## src/rtl/arc4_key_search.sv

```systemverilog
`default_nettype none
// ============================================================================
// Module      : arc4_key_search
// Description : Steps the arc4 decryption core through a range of candidate
//               keys. After each decryption it reads the length-prefixed
//               plaintext back and stops on the first key whose plaintext is
//               entirely printable ASCII, or when the range runs out.
// Revision    : 1.0 - initial release
// ============================================================================
module arc4_key_search #(
    parameter int KEY_W      = 24,
    parameter int KEY_STRIDE = 1
) (
    input  logic             clk,
    input  logic             rst,
    input  logic             start,
    input  logic [KEY_W-1:0] key_first,
    input  logic [KEY_W-1:0] key_last,
    output logic [KEY_W-1:0] arc4_key,
    output logic             arc4_en,
    input  logic             arc4_rdy,
    output logic [7:0]       pt_addr,
    input  logic [7:0]       pt_rddata,
    output logic             busy,
    output logic             done,
    output logic             found,
    output logic [KEY_W-1:0] key_found
);

    // Stride widened by one bit so the increment exposes its carry out
    localparam logic [KEY_W:0] c_stride = (KEY_W+1)'(KEY_STRIDE);

    typedef enum logic [3:0] {
        S_IDLE      = 4'd0,
        S_LAUNCH    = 4'd1,
        S_WAIT_BUSY = 4'd2,
        S_WAIT_DONE = 4'd3,
        S_RD_LEN    = 4'd4,
        S_LATCH_LEN = 4'd5,
        S_CHECK     = 4'd6,
        S_TEST      = 4'd7,
        S_NEXT      = 4'd8,
        S_DONE      = 4'd9
    } state_t;

    state_t           r_state;
    logic [KEY_W-1:0] r_cur;
    logic [KEY_W-1:0] r_last;
    logic [7:0]       r_len;
    logic [7:0]       r_idx;

    logic [KEY_W:0]   w_sum;
    logic [KEY_W-1:0] w_next_key;
    logic             w_exhausted;
    logic             w_byte_ok;

    // Next candidate and the end-of-range test; a carry out counts as exhausted
    always_comb begin
        w_sum       = {1'b0, r_cur} + c_stride;
        w_next_key  = w_sum[KEY_W-1:0];
        w_exhausted = w_sum[KEY_W] || (w_next_key > r_last);
        w_byte_ok   = (pt_rddata >= 8'h20) && (pt_rddata <= 8'h7E);
    end

    // Search sequencer: launch arc4, wait for it, then scan the plaintext
    always_ff @(posedge clk or posedge rst) begin
        if (rst) begin
            r_state   <= S_IDLE;
            r_cur     <= '0;
            r_last    <= '0;
            r_len     <= 8'd0;
            r_idx     <= 8'd0;
            arc4_key  <= '0;
            arc4_en   <= 1'b0;
            pt_addr   <= 8'd0;
            busy      <= 1'b0;
            done      <= 1'b0;
            found     <= 1'b0;
            key_found <= '0;
        end else begin
            // The start pulse is only ever a single cycle wide
            arc4_en <= 1'b0;
            case (r_state)
                S_IDLE, S_DONE: begin
                    if (start) begin
                        r_cur   <= key_first;
                        r_last  <= key_last;
                        found   <= 1'b0;
                        pt_addr <= 8'd0;
                        if (key_first > key_last) begin
                            // Empty range: finish without touching arc4
                            busy    <= 1'b0;
                            done    <= 1'b1;
                            r_state <= S_DONE;
                        end else begin
                            busy     <= 1'b1;
                            done     <= 1'b0;
                            arc4_key <= key_first;
                            r_state  <= S_LAUNCH;
                        end
                    end
                end
                S_LAUNCH: begin
                    arc4_key <= r_cur;
                    if (arc4_rdy) begin
                        arc4_en <= 1'b1;
                        r_state <= S_WAIT_BUSY;
                    end
                end
                S_WAIT_BUSY: begin
                    if (!arc4_rdy) begin
                        r_state <= S_WAIT_DONE;
                    end
                end
                S_WAIT_DONE: begin
                    if (arc4_rdy) begin
                        pt_addr <= 8'd0;
                        r_state <= S_RD_LEN;
                    end
                end
                S_RD_LEN: begin
                    // Address 0 is presented this cycle; data arrives next
                    r_state <= S_LATCH_LEN;
                end
                S_LATCH_LEN: begin
                    r_len   <= pt_rddata;
                    r_idx   <= 8'd1;
                    pt_addr <= 8'd1;
                    if (pt_rddata == 8'd0) begin
                        // Empty message is trivially printable
                        found     <= 1'b1;
                        key_found <= r_cur;
                        done      <= 1'b1;
                        busy      <= 1'b0;
                        r_state   <= S_DONE;
                    end else begin
                        r_state <= S_CHECK;
                    end
                end
                S_CHECK: begin
                    r_state <= S_TEST;
                end
                S_TEST: begin
                    if (!w_byte_ok) begin
                        r_state <= S_NEXT;
                    end else if (r_idx == r_len) begin
                        // Compare before incrementing so index 255 never wraps
                        found     <= 1'b1;
                        key_found <= r_cur;
                        done      <= 1'b1;
                        busy      <= 1'b0;
                        r_state   <= S_DONE;
                    end else begin
                        r_idx   <= r_idx + 8'd1;
                        pt_addr <= r_idx + 8'd1;
                        r_state <= S_CHECK;
                    end
                end
                S_NEXT: begin
                    if (w_exhausted) begin
                        found   <= 1'b0;
                        done    <= 1'b1;
                        busy    <= 1'b0;
                        r_state <= S_DONE;
                    end else begin
                        r_cur    <= w_next_key;
                        arc4_key <= w_next_key;
                        r_state  <= S_LAUNCH;
                    end
                end
                default: begin
                    r_state <= S_IDLE;
                end
            endcase
        end
    end

endmodule
`default_nettype wire

```

## config.mk

```make
export PLATFORM = sky130hd
export DESIGN_NAME = arc4_key_search
export DESIGN_NICKNAME = d
export VERILOG_FILES = /design/src/rtl/arc4_key_search.sv
export SDC_FILE = /design/constraint.sdc
export NUM_CORES = 1
export LEC_CHECK = 0
export ABC_AREA = 1
export CORE_MARGIN = 8
export CORE_UTILIZATION = 35
export DETAILED_ROUTE_END_ITERATION = 10
export GPL_ROUTABILITY_DRIVEN = 0
export PLACE_DENSITY = 0.53
export SLEW_MARGIN = 20
export SYNTH_ARGS = -nofsm -noshare
export SYNTH_HDL_FRONTEND = slang
export SYNTH_SLANG_ARGS = --single-unit
export TNS_END_PERCENT = 20
```

## constraint.sdc

```tcl
create_clock -name clk -period 11 [get_ports clk]
set_clock_uncertainty 0.1 [all_clocks]
set_input_delay 2.2 -clock clk [delete_from_list [all_inputs] [get_ports clk]]
set_output_delay 2.2 -clock clk [all_outputs]
set_load 0.1 [all_outputs]
```

Word level (Yosys, flattened, before mapping)
Index checks and enable logic that the tools add are counted.
{"block": "classes", "addsub": 2, "n_mul": 0, "div_mod_pow": 0, "n_lt_le_gt_ge": 4, "n_eq_ne": 21, "shifts": 0, "mux": 44, "bitwise_logic": 0, "reduce_logical": 18}
{"cell": "24-bit 2-to-1 mux", "n": 7}
{"cell": "24-bit case mux with 2 select lines", "n": 2}
{"cell": "24-bit case mux with 3 select lines", "n": 1}
{"cell": "24-bit > comparator", "n": 2}
{"cell": "4-bit 2-to-1 mux", "n": 9}
{"cell": "4-bit case mux with 9 select lines", "n": 1}
{"cell": "8-bit 2-to-1 mux", "n": 4}
{"cell": "8-bit case mux with 4 select lines", "n": 1}
{"cell": "24-bit by 1-bit adder with 25-bit output, second input constant", "n": 1}
{"cell": "2-bit inequality test, second input constant", "n": 11}
{"cell": "4-bit by 3-bit == test with 1-bit output, second input constant", "n": 4}
{"cell": "8-bit case mux with 2 select lines", "n": 1}
{"cell": "1-bit 2-to-1 mux", "n": 15}
{"cell": "1-bit case mux with 4 select lines", "n": 3}
{"cell": "4-bit AND reduction", "n": 3}
{"cell": "8-bit by 1-bit adder with 8-bit output, second input constant", "n": 1}
{"cell": "4-bit by 2-bit == test with 1-bit output, second input constant", "n": 2}
{"cell": "4-bit == test, second input constant", "n": 2}
{"cell": "8-bit == test", "n": 1}
{"cell": "8-bit by 6-bit >= comparator with 1-bit output, second input constant", "n": 1}
{"cell": "8-bit by 7-bit less-or-equal comparator with 1-bit output, second input constant", "n": 1}
{"cell": "8-bit zero test", "n": 1}
{"cell": "4-bit nonzero test", "n": 2}
{"cell": "3-bit AND reduction", "n": 2}
{"cell": "10 further kinds", "n": 11}
{"block": "word_totals", "ff_bits": 128, "latch_bits": 0, "ramBits": 0, "romBits": 0, "in_bits": 60, "out_inout_bits": 60, "elab_cells": 101, "memories": 0}

Depth between registers and ports, before layout
{"block": "depth", "depth_word": 5, "ltp_mapped": 24, "ltp_nobuf": 23}

Least setup slack after synthesis
OpenSTA, ideal clock, no wires.
{"block": "synth_path", "path_kind": "in2reg", "startpoint": "input key_last[15]", "endpoint": "register arc4_key[0]", "setup_ps": 67, "t_arrival_ps": 3670, "required_ps": 10833, "path_slack_ps": 7163, "stages": 12, "path_buffers": 1, "cell_sequence": "inv_1 -> ha_1 -> nand2_1 -> nor2_1 -> nand4_1 -> nand3b_1 -> nand2_1 -> nand2_1 -> nand2_2 -> buf_1 -> nand4_1 -> nand2_1"}
{"block": "synth_between", "elab_chain_cells": 3}
{"element": "start: declaration", "line": "18", "rtl": "input logic [KEY_W-1:0] key_last,"}
{"element": "24-bit > comparator", "line": "90", "rtl": "if (key_first > key_last) begin"}
{"element": "2-bit inequality test (no source line)"}
{"element": "4-bit AND reduction (no source line)"}
{"element": "end signal: assignment", "line": "98", "rtl": "arc4_key <= key_first;"}
{"element": "end signal: assignment", "line": "104", "rtl": "arc4_key <= r_cur;"}
{"element": "end signal: assignment", "line": "167", "rtl": "arc4_key <= w_next_key;"}
{"element": "end: declaration", "line": "19", "rtl": "output logic [KEY_W-1:0] arc4_key,"}
No other way between the ends.
A chain may end at the register's enable or synchronous reset.

Worst setup path in the final report
{"block": "layout_path", "startpoint": "input key_first[19]", "endpoint": "register arc4_key[14]"}
{"block": "layout_between", "elab_chain_cells": 3}
{"element": "start: declaration", "line": "17", "rtl": "input logic [KEY_W-1:0] key_first,"}
{"element": "24-bit > comparator", "line": "90"}
{"element": "2-bit inequality test (no source line)"}
{"element": "4-bit AND reduction (no source line)"}
No other way between the ends.

==> flow_summary.ini <==
[status]
status = completed

[final_layout]
fin_area_um2 = 10100
nNetsFinal = 1325
drive_above_1_share_pct = 5.70
area_delta_synth_final_pct = 25.1
fin_cells = 1513
diodes = 0

[critical_path]
path_class = input pin to flip-flop
path_max_fanout = 25
crit_path_end_kind = flip-flop
crit_arrival_ps = 5040
setup.worst_path.start_class = input pin
worstPathRequired_ps = 11210

[placement]
dpl_cell_area_um2 = 9450
placed_cells = 1481
dpl_worst_slack_ps = 5740
portBuffers = 119
place_hpwl_um = 18700

[floorplanning]
core_area_um2 = 22600
core.rowCount = 55
initial_core_util_pct = 35.6
die_x_um = 168
die-area_um2 = 28100
die-height_um = 168
io-pin-count = 120

[global_routing]
grt_max_degree = 72
grt_busiest_layer = met2
use_met3_pct = 3.69
grt.overflow.total = 0
grt_antenna_before_repair = 0
grt_util_met1_pct = 24.4
grt_pass1_vias = 7345
use_met2_pct = 28.6
gr-usage-all-layers_pct = 18.1
grt_pass1_wl_um = 40200

[sta]
hold_violations = 0
drv_slew = 0
final.setup.worst_slack_ps = 6170
rsz0062_at_grt = false
finalCritPeriodShare_pct = 43.9
fmax_mhz = 207
setup_violations = 0
timing.slew.headroom_pct = 31.0
fin_setup_tns_ps = 0
worst_pin_slew_ps = 1030
post-route-min-period_ps = 4830

[yosys]
yosysSeqAreaShare_pct = 39.9
ys_ff_latch = 128
yosys.cell_count.top_type = nand2_1
synthTopCellsByCount = nand2_1 (394), inv_1 (145), dfrtp_1 (128)
synth-edff-count = 0
yosysTopAreaCell = dfrtp_1
synth.distinct_cells = 38
yosysTopAreaCellShare_pct = 39.9
synth.avg_cell_area_um2 = 7.23
yosys_warnings = 0
synthCells = 1111
ys_async_sr_fraction_pct = 100
netlist_area_um2 = 8040
synth_flop_cell = dfrtp_1
syn_nets = 1221
synth_area_leaders = dfrtp_1 (40%), nand2_1 (18%), ha_1 (7.8%)

[detailed_routing]
viasPerCell = 4.95
routed_wl_um = 25000
routedWlPerCell_um = 16.5
drc = 0
first_pass_iters = 5
antenna_left = 0
drt-initial-drc-count = 603
via_count = 7487

[cts]
cts_hold_repair.buffers = 0
cts_tree = built
h-tree-depth = 4
clock-root-buffer = clkbuf_16
cts_resized = 0
insertion_delay_ps = 420
post_cts_buffers = 0
clock_tree.buffer_depth = 2
cts_inserted_buffers = 17
clock_sinks = 128
cts.clk_slew.worst_paths_ps = 60

[power_and_ir_drop]
ir_drop_mv = 0.106
p_leak_nw = 5.19
power_mw = 2.94
power_density_nw_per_um2 = 292

[worst_hold_path]
hold_class = flip-flop to flip-flop

[job]
cap_violations = 0
-- cell families after synthesis --
| family | synth area share, % |
|---|---|
| AND/OR/NAND/NOR | 31.9 |
| buffers and inverters | 9.61 |
| AO/OA/AOI/OAI | 9.17 |
| flip-flops | 39.9 |
| adder cells (fa/ha/maj) | 7.78 |
| XOR/XNOR | 1.63 |
-- critical path, cell delays in order --
cell             delay [ps]
clkdlybuf4s50_1         490
ha_1                    360
a21oi_1                 160
nand2_1                  80
a21oi_1                 210
nand3_1                 130
nand2_1                  90
nand2_1                 110
nand2_2                 400
nand3_2                 520
nand2_1                 210
nand2_1                  70
-- area by class of cell --
| type | instances | area, um^2 |
|---|---|---|
| Sequential cell | 128 | 3200 |
| Timing Repair Buffer | 126 | 1240 |
| Tap cell | 285 | 357 |
| Inverter | 154 | 581 |
| Fill cell | 2350 | 12500 |
| Clock buffer | 20 | 467 |
| Clock inverter | 12 | 135 |
| Multi-Input combinational cell | 788 | 4070 |
-- stage by stage --
stage,utilization [%],hold WS (ps)
after global placement,41.9,355
after CTS,44.5,379
after floorplan,-,353
final,44.5,372
after detailed placement,41.9,362
after global routing,44.5,391
-- power by group --
part           switching [mW]  internal (mW)  total, mW
Sequential              0.157          0.644      0.801
Clock                   0.226          0.352      0.578
Combinational            1.12          0.437       1.56
Total                    1.50           1.43       2.94
-- layout by cell type (no fill, tap or decap), types with 2 or more instances in the layout --
cell type | synthesis | layout
a21o_1 | 3 | 3
a21oi_1 | 20 | 20
and2_1 | 6 | 6
buf_4 | 4 | 7
bufinv_16 | 0 | 2
clkbuf_16 | 0 | 17
clkbuf_8 | 0 | 3
clkdlybuf4s50_1 | 0 | 119
clkinv_2 | 0 | 2
clkinv_4 | 0 | 4
clkinvlp_4 | 0 | 4
dfrtp_1 | 128 | 128
ha_1 | 50 | 50
inv_1 | 145 | 144
inv_2 | 9 | 9
nand2_1 | 394 | 394
nand2_2 | 5 | 5
nand3_1 | 43 | 43
nand3_2 | 5 | 5
nand3b_1 | 2 | 2
nand4_1 | 60 | 60
nor2_1 | 43 | 42
nor2_2 | 2 | 2
nor2_4 | 3 | 4
nor3_1 | 18 | 18
nor3_2 | 2 | 2
nor4_1 | 2 | 2
o211ai_1 | 3 | 3
o21ai_0 | 85 | 85
o21ai_1 | 10 | 10
o221ai_1 | 9 | 9
xnor2_1 | 5 | 5
xor2_1 | 10 | 10
-- final timing paths --
kind / startpoint / end / slack [ps] / depth (start not counted)
setup reg to reg: r_cur[9]$_DFFE_PP0P_ / r_cur[3]$_DFFE_PP0P_ / 6530 / 19
min in group asynchronous: rst / found$_DFFE_PP0P_ / 2170 / 2
setup / recovery: key_first[19] / arc4_key[14]$_DFFE_PP0P_ / 6170 / 12
hold / removal: busy$_DFFE_PP0P_ / busy$_DFFE_PP0P_ / 370 / 2
max in group asynchronous: rst / r_cur[5]$_DFFE_PP0P_ / 7170 / 3
hold reg to reg: busy$_DFFE_PP0P_ / busy$_DFFE_PP0P_ / 370 / 2
-- sequential cells by signal, indices dropped and copies added, names as in the netlist --
name / cells
busy: 1
r_idx: 8
arc4_key: 24
r_len: 8
r_last: 24
done: 1
key_found: 24
r_state: 4
arc4_en: 1
pt_addr: 8
r_cur: 24
found: 1
-- metal layers --
layer	vias up	share of wire, %
met5	-	0
met4	0	1.9
met3	32	4.5
met2	177	46
met1	3481	48
li1	3797	-
Power figures use the tool's default switching activity.
